==> src/rtl/complex_dot_result_collector_pkg.sv <==
// Shared constants and FSM encoding for the complex dot-product result collector.
// Complex element layout: real half in the upper bits, imag half in the lower bits,
// both two's complement.
package complex_dot_result_collector_pkg;

  localparam int unsigned ELEMENT_WIDTH  = 64;
  localparam int unsigned NO_OF_UNITS    = 8;
  localparam int unsigned FIFO_DEPTH_DEF = 4;

  localparam int unsigned REAL_MSB = 63;
  localparam int unsigned REAL_LSB = 32;
  localparam int unsigned IMAG_MSB = 31;
  localparam int unsigned IMAG_LSB = 0;
  localparam int unsigned HALF_W   = IMAG_MSB - IMAG_LSB + 1;

  typedef enum logic [1:0] {
    IDLE    = 2'd0,
    COLLECT = 2'd1,
    DRAIN   = 2'd2,
    DONE    = 2'd3
  } state_e;

endpackage

==> src/rtl/complex_packed_fifo.sv <==
// Synchronous FIFO for packed result words plus a per-entry "last" tag.
// A push into a full FIFO succeeds only when a pop frees the slot in the same cycle;
// otherwise the word is dropped and drop_c reports it.
// Ports:
//   clk, reset          clock, synchronous active-high reset
//   push_i/push_data_i/push_last_i   write side
//   pop_i               consumer takes head (ignored when empty)
//   head_data_o/head_last_o          head entry, zero when empty
//   valid_o             FIFO non-empty (registered)
//   not_full_o          count < DEPTH (registered)
//   drop_c              combinational: push lost this cycle
module complex_packed_fifo #(
  parameter int unsigned DATA_W = 512,
  parameter int unsigned DEPTH  = 4
) (
  input  logic              clk,
  input  logic              reset,
  input  logic              push_i,
  input  logic [DATA_W-1:0] push_data_i,
  input  logic              push_last_i,
  input  logic              pop_i,
  output logic [DATA_W-1:0] head_data_o,
  output logic              head_last_o,
  output logic              valid_o,
  output logic              not_full_o,
  output logic              drop_c
);

  localparam int unsigned AW = (DEPTH > 1) ? $clog2(DEPTH) : 1;
  localparam int unsigned CW = AW + 1;

  logic [DATA_W-1:0] data_mem_q [DEPTH];
  logic [DEPTH-1:0]  last_mem_q;
  logic [AW-1:0]     wr_ptr_q, wr_ptr_d;
  logic [AW-1:0]     rd_ptr_q, rd_ptr_d;
  logic [CW-1:0]     count_q, count_d;
  logic              valid_q, not_full_q;
  logic              full_c, pop_en_c, push_en_c;

  // Pointer and occupancy bookkeeping; power-of-two depth lets pointers wrap naturally.
  always_comb begin
    full_c    = (count_q == CW'(DEPTH));
    pop_en_c  = pop_i && valid_q;
    push_en_c = push_i && (!full_c || pop_en_c);
    drop_c    = push_i && full_c && !pop_en_c;
    wr_ptr_d  = push_en_c ? wr_ptr_q + AW'(1) : wr_ptr_q;
    rd_ptr_d  = pop_en_c  ? rd_ptr_q + AW'(1) : rd_ptr_q;
    count_d   = count_q + CW'(push_en_c) - CW'(pop_en_c);
  end

  always_ff @(posedge clk) begin
    if (reset) begin
      wr_ptr_q   <= '0;
      rd_ptr_q   <= '0;
      count_q    <= '0;
      valid_q    <= 1'b0;
      not_full_q <= 1'b1;
    end else begin
      wr_ptr_q   <= wr_ptr_d;
      rd_ptr_q   <= rd_ptr_d;
      count_q    <= count_d;
      valid_q    <= (count_d != '0);
      not_full_q <= (count_d < CW'(DEPTH));
    end
  end

  // Storage needs no reset: the head is masked while the FIFO is empty.
  always_ff @(posedge clk) begin
    if (push_en_c) begin
      data_mem_q[wr_ptr_q] <= push_data_i;
      last_mem_q[wr_ptr_q] <= push_last_i;
    end
  end

  assign head_data_o = valid_q ? data_mem_q[rd_ptr_q] : '0;
  assign head_last_o = valid_q && last_mem_q[rd_ptr_q];
  assign valid_o     = valid_q;
  assign not_full_o  = not_full_q;

endmodule

==> src/rtl/complex_dot_result_collector.sv <==
// Collects scalar complex dot-product results and packs no_of_units of them (lane 0 first)
// into one wide word, buffered in a small FIFO for the next stage.
// Build option: define COLLECTOR_CONJ_EN to store the conjugate of each result
// (imag half negated); otherwise results are stored unmodified.
// Ports:
//   clk, reset                 clock, synchronous active-high reset
//   start, total               job start pulse and number of results in the job
//   dot_product_in, finish     incoming result and its valid pulse
//   collector_ready            FIFO has room (registered)
//   packed_out/valid/ready/last  packed word handshake to the consumer
//   done                       one-cycle pulse after the final word is popped
//   overflow                   sticky: a completed word was dropped on a full FIFO
module complex_dot_result_collector
  import complex_dot_result_collector_pkg::*;
#(
  parameter int unsigned element_width = ELEMENT_WIDTH,
  parameter int unsigned no_of_units   = NO_OF_UNITS,
  parameter int unsigned FIFO_DEPTH    = FIFO_DEPTH_DEF
) (
  input  logic                                 clk,
  input  logic                                 reset,
  input  logic                                 start,
  input  logic [31:0]                          total,
  input  logic [element_width-1:0]             dot_product_in,
  input  logic                                 finish,
  output logic                                 collector_ready,
  output logic [element_width*no_of_units-1:0] packed_out,
  output logic                                 packed_valid,
  input  logic                                 packed_ready,
  output logic                                 packed_last,
  output logic                                 done,
  output logic                                 overflow
);

  localparam int unsigned PACKED_W = element_width * no_of_units;
  localparam int unsigned LANE_W   = (no_of_units > 1) ? $clog2(no_of_units) : 1;

  state_e                 state_q, state_d;
  logic [31:0]            total_q, total_d;
  logic [31:0]            res_cnt_q, res_cnt_d;
  logic [LANE_W-1:0]      lane_q, lane_d;
  logic [PACKED_W-1:0]    pack_q, pack_d;
  logic                   done_q, done_d;
  logic                   overflow_q;

  logic [element_width-1:0] elem_c;
  logic [PACKED_W-1:0]      word_c;
  logic                     push_c, push_last_c, last_res_c, pop_c, drop_c;

  // Value actually stored for the incoming result.
  always_comb begin
    elem_c = dot_product_in;
`ifdef COLLECTOR_CONJ_EN
    // Two's-complement negate; the most negative value maps onto itself.
    elem_c[IMAG_MSB:IMAG_LSB] = (~dot_product_in[IMAG_MSB:IMAG_LSB]) + HALF_W'(1);
`endif
  end

  assign pop_c = packed_valid && packed_ready;

  // Next-state and datapath control.
  always_comb begin
    state_d     = state_q;
    total_d     = total_q;
    res_cnt_d   = res_cnt_q;
    lane_d      = lane_q;
    pack_d      = pack_q;
    push_c      = 1'b0;
    push_last_c = 1'b0;
    last_res_c  = (res_cnt_q == total_q - 32'd1);
    word_c      = pack_q;
    word_c[lane_q*element_width +: element_width] = elem_c;

    case (state_q)
      IDLE: begin
        if (start) begin
          total_d   = total;
          res_cnt_d = '0;
          lane_d    = '0;
          pack_d    = '0;
          state_d   = (total == 32'd0) ? DONE : COLLECT;
        end
      end
      COLLECT: begin
        if (finish) begin
          res_cnt_d = res_cnt_q + 32'd1;
          // The lane being written is part of the word pushed this cycle.
          if (lane_q == LANE_W'(no_of_units - 1) || last_res_c) begin
            push_c      = 1'b1;
            push_last_c = last_res_c;
            pack_d      = '0;
            lane_d      = '0;
            if (last_res_c) state_d = DRAIN;
          end else begin
            pack_d = word_c;
            lane_d = lane_q + LANE_W'(1);
          end
        end
      end
      DRAIN: begin
        if (pop_c && packed_last) state_d = DONE;
      end
      DONE: begin
        state_d = IDLE;
      end
      default: state_d = IDLE;
    endcase

    done_d = (state_d == DONE);
  end

  always_ff @(posedge clk) begin
    if (reset) begin
      state_q    <= IDLE;
      total_q    <= '0;
      res_cnt_q  <= '0;
      lane_q     <= '0;
      pack_q     <= '0;
      done_q     <= 1'b0;
      overflow_q <= 1'b0;
    end else begin
      state_q    <= state_d;
      total_q    <= total_d;
      res_cnt_q  <= res_cnt_d;
      lane_q     <= lane_d;
      pack_q     <= pack_d;
      done_q     <= done_d;
      overflow_q <= overflow_q || drop_c;
    end
  end

  complex_packed_fifo #(
    .DATA_W (PACKED_W),
    .DEPTH  (FIFO_DEPTH)
  ) u_fifo (
    .clk         (clk),
    .reset       (reset),
    .push_i      (push_c),
    .push_data_i (word_c),
    .push_last_i (push_last_c),
    .pop_i       (pop_c),
    .head_data_o (packed_out),
    .head_last_o (packed_last),
    .valid_o     (packed_valid),
    .not_full_o  (collector_ready),
    .drop_c      (drop_c)
  );

  assign done     = done_q;
  assign overflow = overflow_q;

endmodule

==> config.mk <==
export PLATFORM = sky130hd
export DESIGN_NAME = complex_dot_result_collector
export DESIGN_NICKNAME = d
export VERILOG_FILES = /design/src/rtl/complex_dot_result_collector_pkg.sv /design/src/rtl/complex_packed_fifo.sv /design/src/rtl/complex_dot_result_collector.sv
export SDC_FILE = /design/constraint.sdc
export NUM_CORES = 2
export LEC_CHECK = 0
export CELL_PAD_IN_SITES_DETAIL_PLACEMENT = 2
export CELL_PAD_IN_SITES_GLOBAL_PLACEMENT = 2
export CORE_MARGIN = 4
export CORE_UTILIZATION = 34
export CTS_CLUSTER_SIZE = 24
export DETAILED_ROUTE_END_ITERATION = 6
export HOLD_SLACK_MARGIN = 0.02
export PLACE_DENSITY_LB_ADDON = 0.1
export SKIP_LAST_GASP = 1
export SLEW_MARGIN = 40
export SYNTH_ARGS = -nofsm -noshare
export SYNTH_HDL_FRONTEND = slang
export SYNTH_HIERARCHICAL = 1
export SYNTH_SLANG_ARGS = --single-unit
==> constraint.sdc <==
create_clock -name clk -period 24 [get_ports clk]
set_input_delay 7.2 -clock clk [delete_from_list [all_inputs] [get_ports clk]]
set_output_delay 7.2 -clock clk [all_outputs]
set_load 0.01 [all_outputs]
# ---- Yosys cells after proc, flatten, opt, wreduce, memory -nomap -nowiden
# Memories as Yosys holds them, arrays and structs flattened. A register that Yosys moved wholly into a read port is not among the register bits.
# Cells that the tools add are included.
dict set report op_classes {
  n_addsub 8
  n_lt_le_gt_ge 4
  n_eq_ne 9
  shifts 2
  mux 35
  reduce_logical 19
}
# operator count
set op_table {}
lappend op_table {{$mux W512} 4}
lappend op_table {{$pmux W512 S2} 1}
lappend op_table {{$bwmux W512} 1}
lappend op_table {{$shift A64 B34 Y512 const A} 1}
lappend op_table {{$shiftx A64 B34 Y512} 1}
lappend op_table {{$mux W32} 2}
lappend op_table {{$pmux W32 S2} 1}
lappend op_table {{$neg A9 Y34} 1}
lappend op_table {{$add A32 B1 Y32 const B} 1}
lappend op_table {{$eq A32 B32 Y1} 1}
lappend op_table {{$logic_not A32 Y1} 1}
lappend op_table {{$sub A32 B1 Y32 const B} 1}
lappend op_table {{$mux W2} 8}
lappend op_table {{$mux W1} 10}
lappend op_table {{$mux W3} 3}
lappend op_table {{$logic_and A1 B1 Y1} 8}
lappend op_table {{$pmux W2 S4} 1}
lappend op_table {{$eq A2 B2 Y1 const B} 3}
lappend op_table {{$eq A3 B3 Y1 const B} 2}
lappend op_table {{$lt A2 B3 Y1 const B} 2}
lappend op_table {{$pmux W3 S2} 1}
lappend op_table {{$add A2 B1 Y2 const B} 2}
lappend op_table {{$bwmux W4} 1}
lappend op_table {{$ne A2 B2 Y1 const B} 2}
lappend op_table {{other kinds (15)} 18}
dict set report word_totals {
  ff_bits 596
  mem_bits_rw 2048
  inputBits 101
  elab_cells 91
  mem_count 1
}
# memory depth word_bits rd rd_clocked_by_memory_dff wr line_no
set mem_list {}
lappend mem_list {u_fifo.data_mem_q 4 512 1 1 1 complex_packed_fifo.sv:32} ;# logic [DATA_W-1:0] data_mem_q [DEPTH];

# ---- Longest topological paths before layout
dict set report logic_depth {
  ltp_word 10
  depth_mapped 20
}

# ---- Modules after synthesis
# Netlist, hierarchy kept.
# module n_inst cells_each area_per_inst_um2 seq_area_each_um2
set modules_own_cells {}
lappend modules_own_cells {complex_packed_fifo 1 3309 78054.9 61839.3}
lappend modules_own_cells {complex_dot_result_collector 1 4013 27810.4 11671.2}

# ---- Worst setup path after synthesis
# No wires, ideal clock.
dict set report synth_timing {
  path_type {input-to-reg}
  start {in finish}
  end {mem u_fifo.data_mem_q[0][0], enable pin}
  setup_ps 945
  t_arrival_ps 19557
  required_ps 23055
  setup_slack_ps 3498
  stages 4
  n_path_buf 0
  path_cell_list {nand2_1 a21oi_1 a21boi_0 and2_1}
}
dict set report synth_between {
  elab_chain_len 5
}
# element line_no
set synth_lines {}
lappend synth_lines {{start, declared} complex_dot_result_collector.sv:25} ;# input logic finish,
lappend synth_lines {{$mux W1} complex_dot_result_collector.sv:85} ;# if (finish) begin
lappend synth_lines {{$mux W1} complex_dot_result_collector.sv:74} ;# case (state_q)
lappend synth_lines {{named net push_c} complex_dot_result_collector.sv:48} ;# logic push_c, push_last_c, last_res_c, pop_c, drop_c;
lappend synth_lines {{$logic_and A1 B1 Y1} complex_packed_fifo.sv:44} ;# push_en_c = push_i && (!full_c || pop_en_c);
lappend synth_lines {{$mux W1} complex_packed_fifo.sv:69} ;# if (push_en_c) begin
lappend synth_lines {{$mux W1 (not written as such)} complex_packed_fifo.sv:70} ;# data_mem_q[wr_ptr_q] <= push_data_i;
lappend synth_lines {{end, declared} complex_packed_fifo.sv:32}
# The timed path passes the listed nets, and every way through them passes these cells.

==> implementation parameters <==
Parameter                              Value

Outcome
  Outcome ... complete, no violations

Power and ir drop
  Clock power share ... 0.476
  Static leakage ... 0.0403 uW
  Share of total power in sequential cells ... 0.500
  PwrDens ... 77.4 mW/mm2
  Switching part of the total power ... 0.216
  Maximum vdd ir drop ... 0.0610 mV
  Switching power total ... 2120 uW
  Int Pwr ... 7680 uW
  Gate power share ... 0.024

Yosys
  Count of yosys warnings during synthesis ... 6
  Top cell type's share of synthesized area ... 0.582
  Post-synthesis sequential element count ... 2646
  Mean instance size in the synthesized netlist ... 14.5 um2
  Post-synthesis instance area ... 0.106 mm2
  Synth Flop Type ... sky130_fd_sc_hd__edfxtp_1
  Cell variety after synth ... 62
  Number of enable flip-flop cells after synthesis ... 2052
  Library cell with the largest summed area after synthesis ... sky130_fd_sc_hd__edfxtp_1
  Post-synthesis net count ... 7439
  Number of instances in the synthesized netlist ... 7322
  Fraction of synthesis flops using an asynchronous set or reset pin ... 0
  Top area cells in the synthesized netlist ... sky130_fd_sc_hd__edfxtp_1 58%, sky130_fd_sc_hd__dfxtp_1 11%, sky130_fd_sc_hd__mux4_2 11%
  Sequential element share of the synthesized area ... 0.694

Timing
  Setup repair after global routing missed its margin ... no
  Final number of hold-violating endpoints ... 0
  Maximum clock frequency ... 78.8 MHz
  Fin crit period ... 12.70 ns
  Maximum clock skew at final layout ... 0.0341 ns
  Headroom to the max-slew limit ... 0.342
  Worst slew pin tran ... 0.987 ns
  Post-route fraction of the period consumed by the critical path ... 0.529
  Final Slew Violations ... 0
  Final TNS setup ... 0 ns
  Number of failing setup endpoints in the final timing report ... 0

Critical path
  Arrival time worst endpoint ... 5.50 ns
  Worst Path Max Fanout ... 43
  CP endpoint kind ... output port
  Class of the most critical setup path ... reg2out
  Data required time at the worst endpoint ... 16.80 ns
  Critical Path Source Type ... flop

Floorplanning
  Starting density of the core ... 0.342
  Die Y-Extent ... 566 um
  Die span in x ... 566 um
  Std-Cell Rows ... 204
  # IOs ... 618
  Die Footprint ... 0.320 mm2
  Placeable core region ... 0.309 mm2

Placement
  Buffers added on ports ... 617
  Post-DP Area ... 0.116 mm2
  Weighted congestion at the end of routability-driven global placement ... 0.733
  Detailed placement HPWL ... 233000 um

Routing
  Vias per std cell ... 5.28
  Routed wire length ... 361000 um
  Drt first pass iters ... 5
  DR iter-0 viols ... 5122
  Post-route DRC violation count ... 0
  Antenna Nets Post-Route ... 0
  Per-cell routed wire length ... 29.4 um
  Vias ... 64881

Cells and area
  Share of post-route cells with drive strength above 1 ... 0.159
  Finished Cell Area ... 0.127 mm2
  Sequential cell area ... 0.0735 mm2
  Final-stage net count ... 8030
  Area occupied by multi-input gates ... 0.0300 mm2
  Area added between synthesis and finish ... 19.7%
  Filler instances ... 30266

Clock network
  Postcts setup bufs ... 0
  Worst-skew pair later-pin latency ... 0.90 ns
  Clock Sinks ... 2646
  Count of hold-fix buffers inserted at cts ... 0
  TritonCTS clock tree ... done
  H-tree level count ... 5
  Clock buffers created by TritonCTS ... 301
  Maximum buffer depth of the clock tree ... 4
  Post-cts gate resize count ... 0
  Buffer cell driving the clock tree root ... sky130_fd_sc_hd__clkbuf_16
  Clock-pin slew on the worst setup and hold paths ... 0.06 ns

Hold path
  Type of the tightest min-delay check ... reg2reg

Global routing
  Antenna violations before repair ... 84
  Number of global-route vias before repair ... 70214
  Largest net degree at the start of global routing ... 149
  Global route overflow ... 0
  All-Layer GR Usage ... 0.220
  Global-route wire length before repair ... 520000 um

Job
  Maxcap violations ... 0
## path summary, 6_finish.rpt
check,end,depth (start not counted),slack [ns],start
setup / recovery,packed_out[434],8,11.30,flop
hold / removal,pack_q[298],2,0.45,pack_q[298]
setup reg to reg,u_fifo/data_mem_q[0][186],17,15.59,total_q[0]
hold reg to reg,pack_q[298],2,0.45,pack_q[298]
## layout make-up
type	count	area share
Clock inverter	149	0.0135
Tap cell	4120	0.0407
Multi-Input combinational cell	4164	0.237
Antenna cell	13	0.000257
Sequential cell	2646	0.580
Inverter	22	0.000652
Clock buffer	407	0.0651
Timing Repair Buffer	778	0.0623
## critical path: stages (launching register included)
cell and delay [ns]:
sky130_fd_sc_hd__dfxtp_4 0.39, sky130_fd_sc_hd__buf_12 0.21, sky130_fd_sc_hd__buf_6 0.50, sky130_fd_sc_hd__buf_6 0.59, sky130_fd_sc_hd__buf_4 0.70, sky130_fd_sc_hd__buf_4 0.72, sky130_fd_sc_hd__mux4_2 0.63, sky130_fd_sc_hd__and2_1 0.18
sky130_fd_sc_hd__clkdlybuf4s50_1 0.47
## cell usage after synthesis, drive strengths merged (14+ instances only)
cell,number
dfxtp,594
edfxtp,2052
nand2,1701
xnor2,39
xor2,37
mux2,130
nor2,65
buf,118
or4,14
and2,520
ha,15
mux4,513
nand3,24
a21oi,44
inv,22
nand4,22
nor4,24
clkbuf,372
o21ai,907
nor3,21
## flip-flops by register name (all words and copies together), names as in the netlist, named ones only
signal,count
done,1
lane_q,3
u_fifo/rd_ptr_q,2
state_q,2
u_fifo/valid_o,1
total_q,32
u_fifo/count_q,3
u_fifo/wr_ptr_q,2
u_fifo/not_full_o,1
res_cnt_q,32
u_fifo/last_mem_q,4
u_fifo/data_mem_q,2048
overflow,1
pack_q,512
## cells by family after synthesis
logic type	after synthesis	share of synthesized area
multiplexers	646	0.123
AO/OA/AOI/OAI	981	0.0474
flip-flops	2646	0.694
buffers and inverters	512	0.0237
XOR/XNOR	76	0.00629
AND/OR/NAND/NOR	2445	0.103
adder cells (fa/ha/maj)	16	0.00196
## cells in the final DEF, fill, tap and decap left out, types with 39 or more instances in the layout
| cell type | count |
|---|---|
| sky130_fd_sc_hd__and2_1 | 516 |
| sky130_fd_sc_hd__buf_4 | 82 |
| sky130_fd_sc_hd__edfxtp_1 | 2052 |
| sky130_fd_sc_hd__mux4_2 | 513 |
| sky130_fd_sc_hd__a21oi_1 | 44 |
| sky130_fd_sc_hd__mux2_2 | 130 |
| sky130_fd_sc_hd__clkbuf_16 | 303 |
| sky130_fd_sc_hd__dfxtp_1 | 591 |
| sky130_fd_sc_hd__nand2_1 | 1695 |
| sky130_fd_sc_hd__clkinv_1 | 48 |
| sky130_fd_sc_hd__o21ai_1 | 115 |
| sky130_fd_sc_hd__clkdlybuf4s50_1 | 597 |
| sky130_fd_sc_hd__o21ai_0 | 789 |
| sky130_fd_sc_hd__buf_6 | 49 |
| sky130_fd_sc_hd__nor2_1 | 62 |
| sky130_fd_sc_hd__xnor2_1 | 39 |
| sky130_fd_sc_hd__clkbuf_1 | 77 |
## metal layers
metal,global-route usage,part of all wire
met5,0,0
met4,0.0438,0.020
met3,0.0319,0.050
met2,0.368,0.48
met1,0.307,0.45
## stage by stage
| step | worst slack, ns | util | std cells | total power, uW | hold WS, ns |
|---|---|---|---|---|---|
| final | 11.30 | 0.409 | 12299 | 9800 | 0.449 |
| after global routing | 10.85 | 0.409 | 12290 | 10100 | 0.478 |
| after CTS | 11.01 | 0.408 | 12276 | 9940 | 0.455 |
| after detailed placement | 11.09 | 0.376 | 11720 | 5240 | 0.441 |
| after global placement | 10.94 | 0.375 | 11706 | 5230 | 0.428 |
| after floorplan | 3.50 | - | 7322 | 5100 | 0.420 |
## power by group through the flow
| stage | combinational, uW | sequential, uW | clock (uW) |
|---|---|---|---|
| floorplan | 109 | 5000 | 0 |
| global placement | 233 | 5000 | 0 |
| detailed placement | 238 | 5000 | 0 |
| CTS | 239 | 4900 | 4800 |
| global route | 251 | 4900 | 5000 |
| finish | 235 | 4900 | 4670 |
Note: power is estimated with default switching activity, not from simulation.
